File: src/rtl/spi_arbiter.sv
// spi_arbiter: round-robin sharing of one SPI master among NREQ requesters with a CS-high gap.
// Define SPI_ARB_TIMEOUT_EN to abort a WAIT after TIMEOUT cycles (rd_data all-ones, err pulse).
module spi_arbiter #(
  parameter int NREQ          = 4,
  parameter int TO_SPI_BITS   = 8,
  parameter int FROM_SPI_BITS = 8,
  parameter int LEN_W         = $clog2(TO_SPI_BITS + FROM_SPI_BITS),
  parameter int GAP           = 100,
  parameter int TIMEOUT       = 4095
) (
  input  logic                       clk,
  input  logic                       reset_n,
  input  logic [NREQ-1:0]            req,
  input  logic [NREQ*TO_SPI_BITS-1:0] req_data,
  input  logic [NREQ*LEN_W-1:0]      req_len,
  output logic [NREQ-1:0]            ack,
  output logic [FROM_SPI_BITS-1:0]   rd_data,
  output logic                       err,
  output logic                       busy,
  output logic [$clog2(NREQ)-1:0]    owner,
  output logic                       spi_stb_wr,
  output logic [TO_SPI_BITS-1:0]     spi_to_data,
  output logic [LEN_W-1:0]           spi_total_len,
  input  logic                       spi_stb_rdy,
  input  logic [FROM_SPI_BITS-1:0]   spi_from_data
);
  localparam int OW = $clog2(NREQ);
  localparam int GW = $clog2(GAP + 1);
  localparam logic [2:0] S_IDLE = 3'd0, S_ISSUE = 3'd1, S_WAIT = 3'd2, S_DONE = 3'd3, S_GAP = 3'd4;
  localparam logic [NREQ-1:0] ONE = 1;
  logic [2:0] state_q, state_d;
  logic [OW-1:0] owner_q, owner_d, last_q, last_d, pick, idx;
  logic [NREQ-1:0] ack_q, ack_d;
  logic [FROM_SPI_BITS-1:0] rd_q, rd_d;
  logic stb_q, stb_d, busy_q, busy_d, grant;
  logic [TO_SPI_BITS-1:0] to_q, to_d;
  logic [LEN_W-1:0] len_q, len_d;
  logic [GW-1:0] gap_q, gap_d;
`ifdef SPI_ARB_TIMEOUT_EN
  localparam int TW = $clog2(TIMEOUT + 1);
  logic [TW-1:0] tcnt_q, tcnt_d;
  logic err_q, err_d;
  assign err = err_q;
`else
  assign err = 1'b0;
`endif
  // Later overwrites win, so the nearest requester after last takes priority.
  always_comb begin
    pick = last_q;
    idx = '0;
    for (int i = NREQ; i >= 1; i--) begin
      idx = OW'((int'(last_q) + i) % NREQ);
      if (req[idx]) pick = idx;
    end
  end
  always_comb begin
    state_d = state_q;
    owner_d = owner_q;
    last_d = last_q;
    ack_d = '0;
    rd_d = rd_q;
    stb_d = 1'b0;
    to_d = to_q;
    len_d = len_q;
    gap_d = gap_q;
`ifdef SPI_ARB_TIMEOUT_EN
    tcnt_d = tcnt_q;
    err_d = 1'b0;
`endif
    case (state_q)
      S_ISSUE: begin
        state_d = (len_q == '0) ? S_DONE : S_WAIT;
        ack_d = (len_q == '0) ? ONE << owner_q : '0;
        rd_d = (len_q == '0) ? '0 : rd_q;
`ifdef SPI_ARB_TIMEOUT_EN
        tcnt_d = '0;
`endif
      end
      S_WAIT: begin
        if (spi_stb_rdy) begin
          state_d = S_DONE;
          ack_d = ONE << owner_q;
          rd_d = spi_from_data;
        end
`ifdef SPI_ARB_TIMEOUT_EN
        else if (tcnt_q == TW'(TIMEOUT - 1)) begin
          state_d = S_DONE;
          ack_d = ONE << owner_q;
          rd_d = '1;
          err_d = 1'b1;
        end else tcnt_d = tcnt_q + 1'b1;
`endif
      end
      S_DONE: begin
        last_d = owner_q;
        state_d = S_GAP;
        gap_d = GW'(GAP - 1);
      end
      S_GAP: begin
        gap_d = (gap_q == '0) ? gap_q : gap_q - 1'b1;
        state_d = (gap_q == '0) ? S_IDLE : S_GAP;
      end
      default: state_d = S_IDLE;
    endcase
    // Final gap cycle doubles as an idle cycle so the next strobe lands at ack+GAP+1.
    grant = (state_q == S_IDLE) || (state_q == S_GAP && gap_q == '0);
    if (grant && |req) begin
      state_d = S_ISSUE;
      owner_d = pick;
      to_d = req_data[pick*TO_SPI_BITS +: TO_SPI_BITS];
      len_d = req_len[pick*LEN_W +: LEN_W];
      stb_d = |req_len[pick*LEN_W +: LEN_W];
    end
    busy_d = state_d != S_IDLE;
  end
  always_ff @(posedge clk or negedge reset_n) begin
    if (!reset_n) begin
      state_q <= S_IDLE;
      owner_q <= '0;
      last_q <= OW'(NREQ - 1);
      ack_q <= '0;
      rd_q <= '0;
      stb_q <= 1'b0;
      to_q <= '0;
      len_q <= '0;
      gap_q <= '0;
      busy_q <= 1'b0;
`ifdef SPI_ARB_TIMEOUT_EN
      tcnt_q <= '0;
      err_q <= 1'b0;
`endif
    end else begin
      state_q <= state_d;
      owner_q <= owner_d;
      last_q <= last_d;
      ack_q <= ack_d;
      rd_q <= rd_d;
      stb_q <= stb_d;
      to_q <= to_d;
      len_q <= len_d;
      gap_q <= gap_d;
      busy_q <= busy_d;
`ifdef SPI_ARB_TIMEOUT_EN
      tcnt_q <= tcnt_d;
      err_q <= err_d;
`endif
    end
  end
  assign ack = ack_q;
  assign rd_data = rd_q;
  assign busy = busy_q;
  assign owner = owner_q;
  assign spi_stb_wr = stb_q;
  assign spi_to_data = to_q;
  assign spi_total_len = len_q;
endmodule

File: config.mk
export PLATFORM = sky130hd
export DESIGN_NAME = spi_arbiter
export DESIGN_NICKNAME = d
export VERILOG_FILES = /design/src/rtl/spi_arbiter.sv
export SDC_FILE = /design/constraint.sdc
export NUM_CORES = 1
export LEC_CHECK = 0
export CAP_MARGIN = 20
export CORE_AREA = 3 3 76 78
export CTS_CLUSTER_SIZE = 16
export DETAILED_ROUTE_END_ITERATION = 7
export DIE_AREA = 0 0 79 81
export PLACE_DENSITY_LB_ADDON = 0.25
export SYNTH_ARGS = -nofsm -noshare
export SYNTH_HDL_FRONTEND = slang
export SYNTH_SLANG_ARGS = --single-unit
File: constraint.sdc
create_clock -name clk -period 2.5 [get_ports clk]
set_input_delay 0.625 -clock clk [delete_from_list [all_inputs] [get_ports clk]]
set_output_delay 0.625 -clock clk [all_outputs]
set_load 0.01 [all_outputs]
======== After elaboration in Yosys (flattened, before gate mapping) ========
Index checks and enable logic that the tools add are counted.
storage, ports and cells
  flip-flop bits (word level) ............. 40
  input port bits ......................... 63
  output and inout port bits .............. 29
  word-level logic and storage cells ...... 68
operators by class
  $add $sub $neg .......................... 5
  $lt $le $gt $ge ......................... 4
  eq/ne operators ......................... 7
  shift-type cells ........................ 3
  mux-type cells .......................... 26
  reductions and logical operators ........ 13
operators with widths
  cell                 number
  $shiftx 32x6->8      1
  $mux 8               2
  $pmux 8 s2           1
  $shiftx 16x5->4      1
  $pmux 7 s2           1
  $lt 2x3->1 const B   4
  $pmux 3 s4           1
  $mux 3               3
  $bmux 1 s2           4
  $mux 2               4
  $mux 4               2
  $pmux 4 s2           1
  $reduce_or 4->1      2
  $logic_not 7->1      1
  $mux 7               1
  $sub 7x1->7 const B  1
  $eq 3x2->1 const B   2
  $mux 1               6
  $ne 2x2->1 const B   3
  $add 2x1->2 const B  2
  $add 2x2->2 const B  2
  $logic_not 4->1      1
  $reduce_bool 2->1    2
  $shl 1x2->4 const A  1
  8 further kinds      9

======== Logic depth before layout (Yosys ltp) ========
  word-level depth ........................ 10
  gate-level depth with buffers ........... 9
  gate-level depth less buffers ........... 7

======== Least setup slack after synthesis ========
No wires, ideal clock.
  kind .................................... reg2reg
  from .................................... register gap_q[3]
  to ...................................... register gap_q[5]
  setup time .............................. 0.131 ns
  arrival ................................. 1.810 ns
  data required time ...................... 2.369 ns
  path slack .............................. 0.558 ns
  cell stages (with the launch flop) ...... 7
  path buffers ............................ 1
  period minus slack after synthesis ...... 1.942 ns
  path through ............................ dfrtp_1 buf_6 or4_4 o211a_4 o21ai_4 nor4_1 or3_1
between the ends
  longest elaborated chain between the ends .. 3
  elaborated cells on any way between the ends .. 6
  classes of those cells .................. add/sub: 1; eq/ne: 1; mux: 2; reduce/logical: 2
ends and longest elaborated chain
  what                                            RTL line  RTL
  from (decl)                                     38        logic [GW-1:0] gap_q, gap_d;
  from (signal assigned)                          141       gap_q <= gap_d;
  $sub 7x1->7 or $logic_not 7->1 (tied branches)  100       gap_d = (gap_q == '0) ? gap_q : gap_q - 1'b1;
  $mux 7 or $ne 2x2->1 (tied branches)            -
  $pmux 7 s2 or $reduce_and 2->1 (tied branches)  -
Several ways; a longest one is shown, not always the timed one. The select of a mux whose other input is x is not followed.
A chain may end at the register's enable or synchronous reset.

======== Worst setup path after layout ========
  from .................................... input req[2]
  to ...................................... register to_q[3] (netlist: spi_to_data[3])
between the ends
  longest elaborated chain between the ends .. 7
  elaborated cells on any way between the ends .. 15
  classes of those cells .................. shift: 1; mux: 12; reduce/logical: 2
ends and longest elaborated chain
  what                          RTL line  RTL
  from (decl)                   13        input logic [NREQ-1:0] req,
  $bmux 1 s2                    53        if (req[idx]) pick = idx;
  $mux 1 (implied by the code)  53
  $mux 2 (4 in series)          53
  $shiftx 32x6->8               110       to_d = req_data[pick*TO_SPI_BITS +: TO_SPI_BITS];
  to (signal assigned)          139       to_q <= to_d;
  to (decl)                     36        logic [TO_SPI_BITS-1:0] to_q, to_d;
Several ways; a longest one is shown, not always the timed one. The select of a mux whose other input is x is not followed.

==> summary.txt <==
Power
  – Maximum ir drop on the vdd rail: around 220 uV
  – Total chip power: approximately 1.5 mW
  – Sequential Power Share: 0.442
  – Static Leak: between 1 and 1.5 nW
  – Internal Pwr Total: around 1.2 mW
  – Clock Power Share: 0.412
  – Net Switching: between 0.2 and 0.3 mW
  – Power per cell area: ~430 nW/um^2
  – Part of the total power dissipated in combinational logic: 0.146
  – Switching power as a share of total power: 0.193

Setup path
  – Critical path endpoint category: flip-flop
  – Worst-case reg-to-reg path depth: 6
  – Startpoint-to-endpoint class of the critical path: input pin to flip-flop
  – Highest net fanout along the worst path: 14
  – WP data required: between 2 and 3 ns
  – Startpoint class of the critical path: input pin
  – Source of the worst register-to-register timing path: gap_q[3]
  – Arrival time of the worst setup path: ~2.5 ns
  – Worst R2R End: spi_to_data[3]
  – Flop2flop setup slack: 0.38 ns

Synth
  – Post-synth EDFFs: 0
  – Synth Flop Type: sky130_fd_sc_hd__dfrtp_1
  – Distinct cell type count after synthesis: 46
  – Cell area after synthesis: about 2200 um^2
  – Cell taking the most area after synthesis: sky130_fd_sc_hd__dfrtp_1
  – Sequential-to-total area share from yosys stat: 0.455
  – Share of the synthesized area in the top cell type: 0.431
  – Warnings from Yosys: 0
  – Post-synth net total: around 290
  – Syn Inst Count: about 220
  – Dominant cells by area after synthesis: sky130_fd_sc_hd__dfrtp_1 43%, sky130_fd_sc_hd__mux2i_1 9.1%, sky130_fd_sc_hd__nand2_1 7.0%
  – Async S/R FF share, synth: 1.00
  – Most frequent cell after synthesis: sky130_fd_sc_hd__nand2_1
  – Commonest cells in the netlist: 41 x sky130_fd_sc_hd__nand2_1, 38 x sky130_fd_sc_hd__dfrtp_1, 20 x sky130_fd_sc_hd__mux2i_1
  – Flip-flop and latch count after synthesis: 40
  – Synth Area per Inst: around 9.9 um^2

Routing
  – Routed vias: 1945
  – Aggregate routed wire length: between 5000 and 6000 um
  – Number of nets still failing antenna checks after routing: 0
  – Number of vias per cell after detailed routing: just under 5
  – Drt pass-1 iters: 4
  – Initial drt markers: 53
  – Routed length per instance: 13.9 um
  – DRC errors left: 0

Floorplan
  – Chip height: around 81 um
  – Core Area: 5140 um^2
  – Die span in x: around 80 um
  – Number of placed I/O pins: roughly 90
  – Row count: 26
  – Area of the die: 6400 um^2
  – Initial core utilization: 0.429

CTS
  – Cell chosen for the clock root: sky130_fd_sc_hd__clkbuf_8
  – Total clock buffers created by CTS: 5
  – Hold buffer count at CTS: 0
  – Clock tree from TritonCTS: done
  – Clock insertion delay at the later pin of the skew report: 0.29 ns
  – H-tree levels: 2
  – Num Clock Sinks: 40
  – CTS Buffer Depth: 2
  – Clock-pin slew reported for the worst setup and hold paths after clock tree synthesis: about 0.07 ns

Finish
  – Final cell utilization of the core: 0.659
  – Final instance count without filler cells: between 300 and 400
  – Net count reported at finish: 386
  – Number of antenna diodes: 0
  – Area Growth Syn to Fin: 53.5%
  – Ratio of cells with drive above 1 in the final layout: 0.121

Timing
  – Final hold violations: 0
  – Worst slew slack as a fraction of its limit: 0.600
  – Setup repair after global routing missed its margin: false
  – Final number of setup-violating endpoints: 0
  – Min Tclk post-route: around 2.3 ns
  – Fmax: between 0.4 and 0.5 GHz
  – Final worst-path cycle share: 0.928
  – Final Skew: a little under 0.008 ns
  – Number of slew-limit violations in the final report: 0
  – Total negative slack for setup checks: 0 ns
  – Slew at the pin with the worst max-slew slack: approximately 0.60 ns

Run status
  – Outcome: finished clean

GRT
  – Initial antenna violation count: 0
  – Total gr overflow: 0
  – Tot GR Track Use: 0.177
  – Vias in the first global route: 1961
  – Maximum number of pins on one net before global-route repair: 28
  – Wire length of the first global-routing pass: slightly below 9000 um

Place
  – RePlAce Congestion: about 0.76
  – Detail Placement HPWL: roughly 4300 um
  – Number of buffers added on ports: 90
  – Number of placed instances with taps included: between 300 and 400

Run
  – Max-cap violations: 0

Min path
  – Path type of the worst min-delay path: input pin to async pin
worst max-delay path: stages:
cell                              delay [ns]
sky130_fd_sc_hd__clkdlybuf4s50_1        0.42
sky130_fd_sc_hd__buf_4                  0.15
sky130_fd_sc_hd__nor3b_1                0.31
sky130_fd_sc_hd__a221oi_4               0.07
sky130_fd_sc_hd__buf_12                 0.17
sky130_fd_sc_hd__buf_12                 0.15
sky130_fd_sc_hd__or2_2                  0.27
sky130_fd_sc_hd__a41oi_1                0.20
sky130_fd_sc_hd__o221ai_1               0.13
power groups by stage:
| stage | Sequential (mW) | Clock, mW | Combinational [mW] |
|---|---|---|---|
| 2_1_floorplan | 0.659 | 0 | 0.0749 |
| 3_3_place_gp | 0.659 | 0 | 0.203 |
| 3_5_place_dp | 0.659 | 0 | 0.205 |
| 4_1_cts | 0.647 | 0.620 | 0.206 |
| 5_1_grt | 0.646 | 0.646 | 0.231 |
| 6_report | 0.647 | 0.603 | 0.213 |
through the flow:
step | hold WS, ns | setup slack, ns | instance area [um^2]
after floorplan | 0.329 | 0.558 | 2210
after global placement | 0.449 | -0.174 | 3220
after detailed placement | 0.455 | -0.246 | 3220
after CTS | 0.351 | 0.0614 | 3350
after global routing | 0.370 | 0.0795 | 3390
final | 0.337 | 0.179 | 3390
per-layer routing:
layer	share of wire	global-route usage	vias up	routed length [um]
li1	-	-	983	-
met1	0.43	0.215	870	2330
met2	0.46	0.285	80	2500
met3	0.096	0.0754	12	520
met4	0.017	0.0584	0	95
met5	0	0	-	0
final cells by class:
type                    count  area, um^2
clock buffers               5        68.8
inverters                   4        15.0
clock inverters             2        60.1
flip-flops and latches     40        1000
fillers                   435        1750
multi-input cells         165        1110
repair buffers            105        1050
well taps                  70        87.6
worst max path at each step:
stage	start	to	slack (ns)
after global placement	req[0]	spi_to_data[0]	-0.17
final	req[2]	spi_to_data[3]	0.18
after CTS	req[0]	spi_to_data[0]	0.06
after detailed placement	req[0]	spi_to_data[0]	-0.25
after global routing	req[2]	spi_to_data[3]	0.08
after floorplan	gap_q[3]	gap_q[5]	0.56
kinds of logic (layout without fill, tap and decap cells):
kind of cell | Yosys count | count (layout) | synth area share
AO/OA/AOI/OAI | 46 | 46 | 0.154
XOR/XNOR | 4 | 4 | 0.0159
adder cells (fa/ha/maj) | 2 | 2 | 0.0113
buffers and inverters | 19 | 116 | 0.0487
flip-flops | 40 | 40 | 0.455
multiplexers | 27 | 27 | 0.126
other | 1 | 1 | 0.00170
AND/OR/NAND/NOR | 85 | 85 | 0.187
registers in the layout (all words and copies together), names as in the netlist:
signal and flops:
ack 4, owner 2, gap_q 7, rd_data 8
spi_stb_wr 1, spi_total_len 4, busy 1, state_q 3
spi_to_data 8, last_q 2
cell usage in the layout (no fill, tap or decap), types with 3 or more instances in the layout:
cell,synthesis,layout
sky130_fd_sc_hd__clkdlybuf4s50_1,0,89
sky130_fd_sc_hd__nand2_1,41,41
sky130_fd_sc_hd__dfrtp_1,38,38
sky130_fd_sc_hd__mux2i_1,20,20
sky130_fd_sc_hd__o21ai_1,14,14
sky130_fd_sc_hd__buf_4,4,12
sky130_fd_sc_hd__nand3_1,8,8
sky130_fd_sc_hd__mux2_2,7,7
sky130_fd_sc_hd__a21oi_1,6,6
sky130_fd_sc_hd__nor2_1,6,6
sky130_fd_sc_hd__nand2b_1,6,6
sky130_fd_sc_hd__nor4_1,5,5
sky130_fd_sc_hd__clkbuf_8,0,5
sky130_fd_sc_hd__inv_1,4,4
sky130_fd_sc_hd__a22o_1,4,4
sky130_fd_sc_hd__o21ai_0,4,4
sky130_fd_sc_hd__nor3_1,3,3
sky130_fd_sc_hd__nor2b_1,3,3
sky130_fd_sc_hd__or3_1,3,3
sky130_fd_sc_hd__o211ai_1,3,3
sky130_fd_sc_hd__xor2_1,3,3
sky130_fd_sc_hd__o31a_1,3,3
sky130_fd_sc_hd__buf_12,0,3
timing repair:
action | in CTS | in global routing
buffers inserted | 0 | 4
gates resized for setup | 0 | 0
hold endpoints to repair | 0 | 0
setup endpoints to repair | 0 | 5
Power figures use the tool's default switching activity.
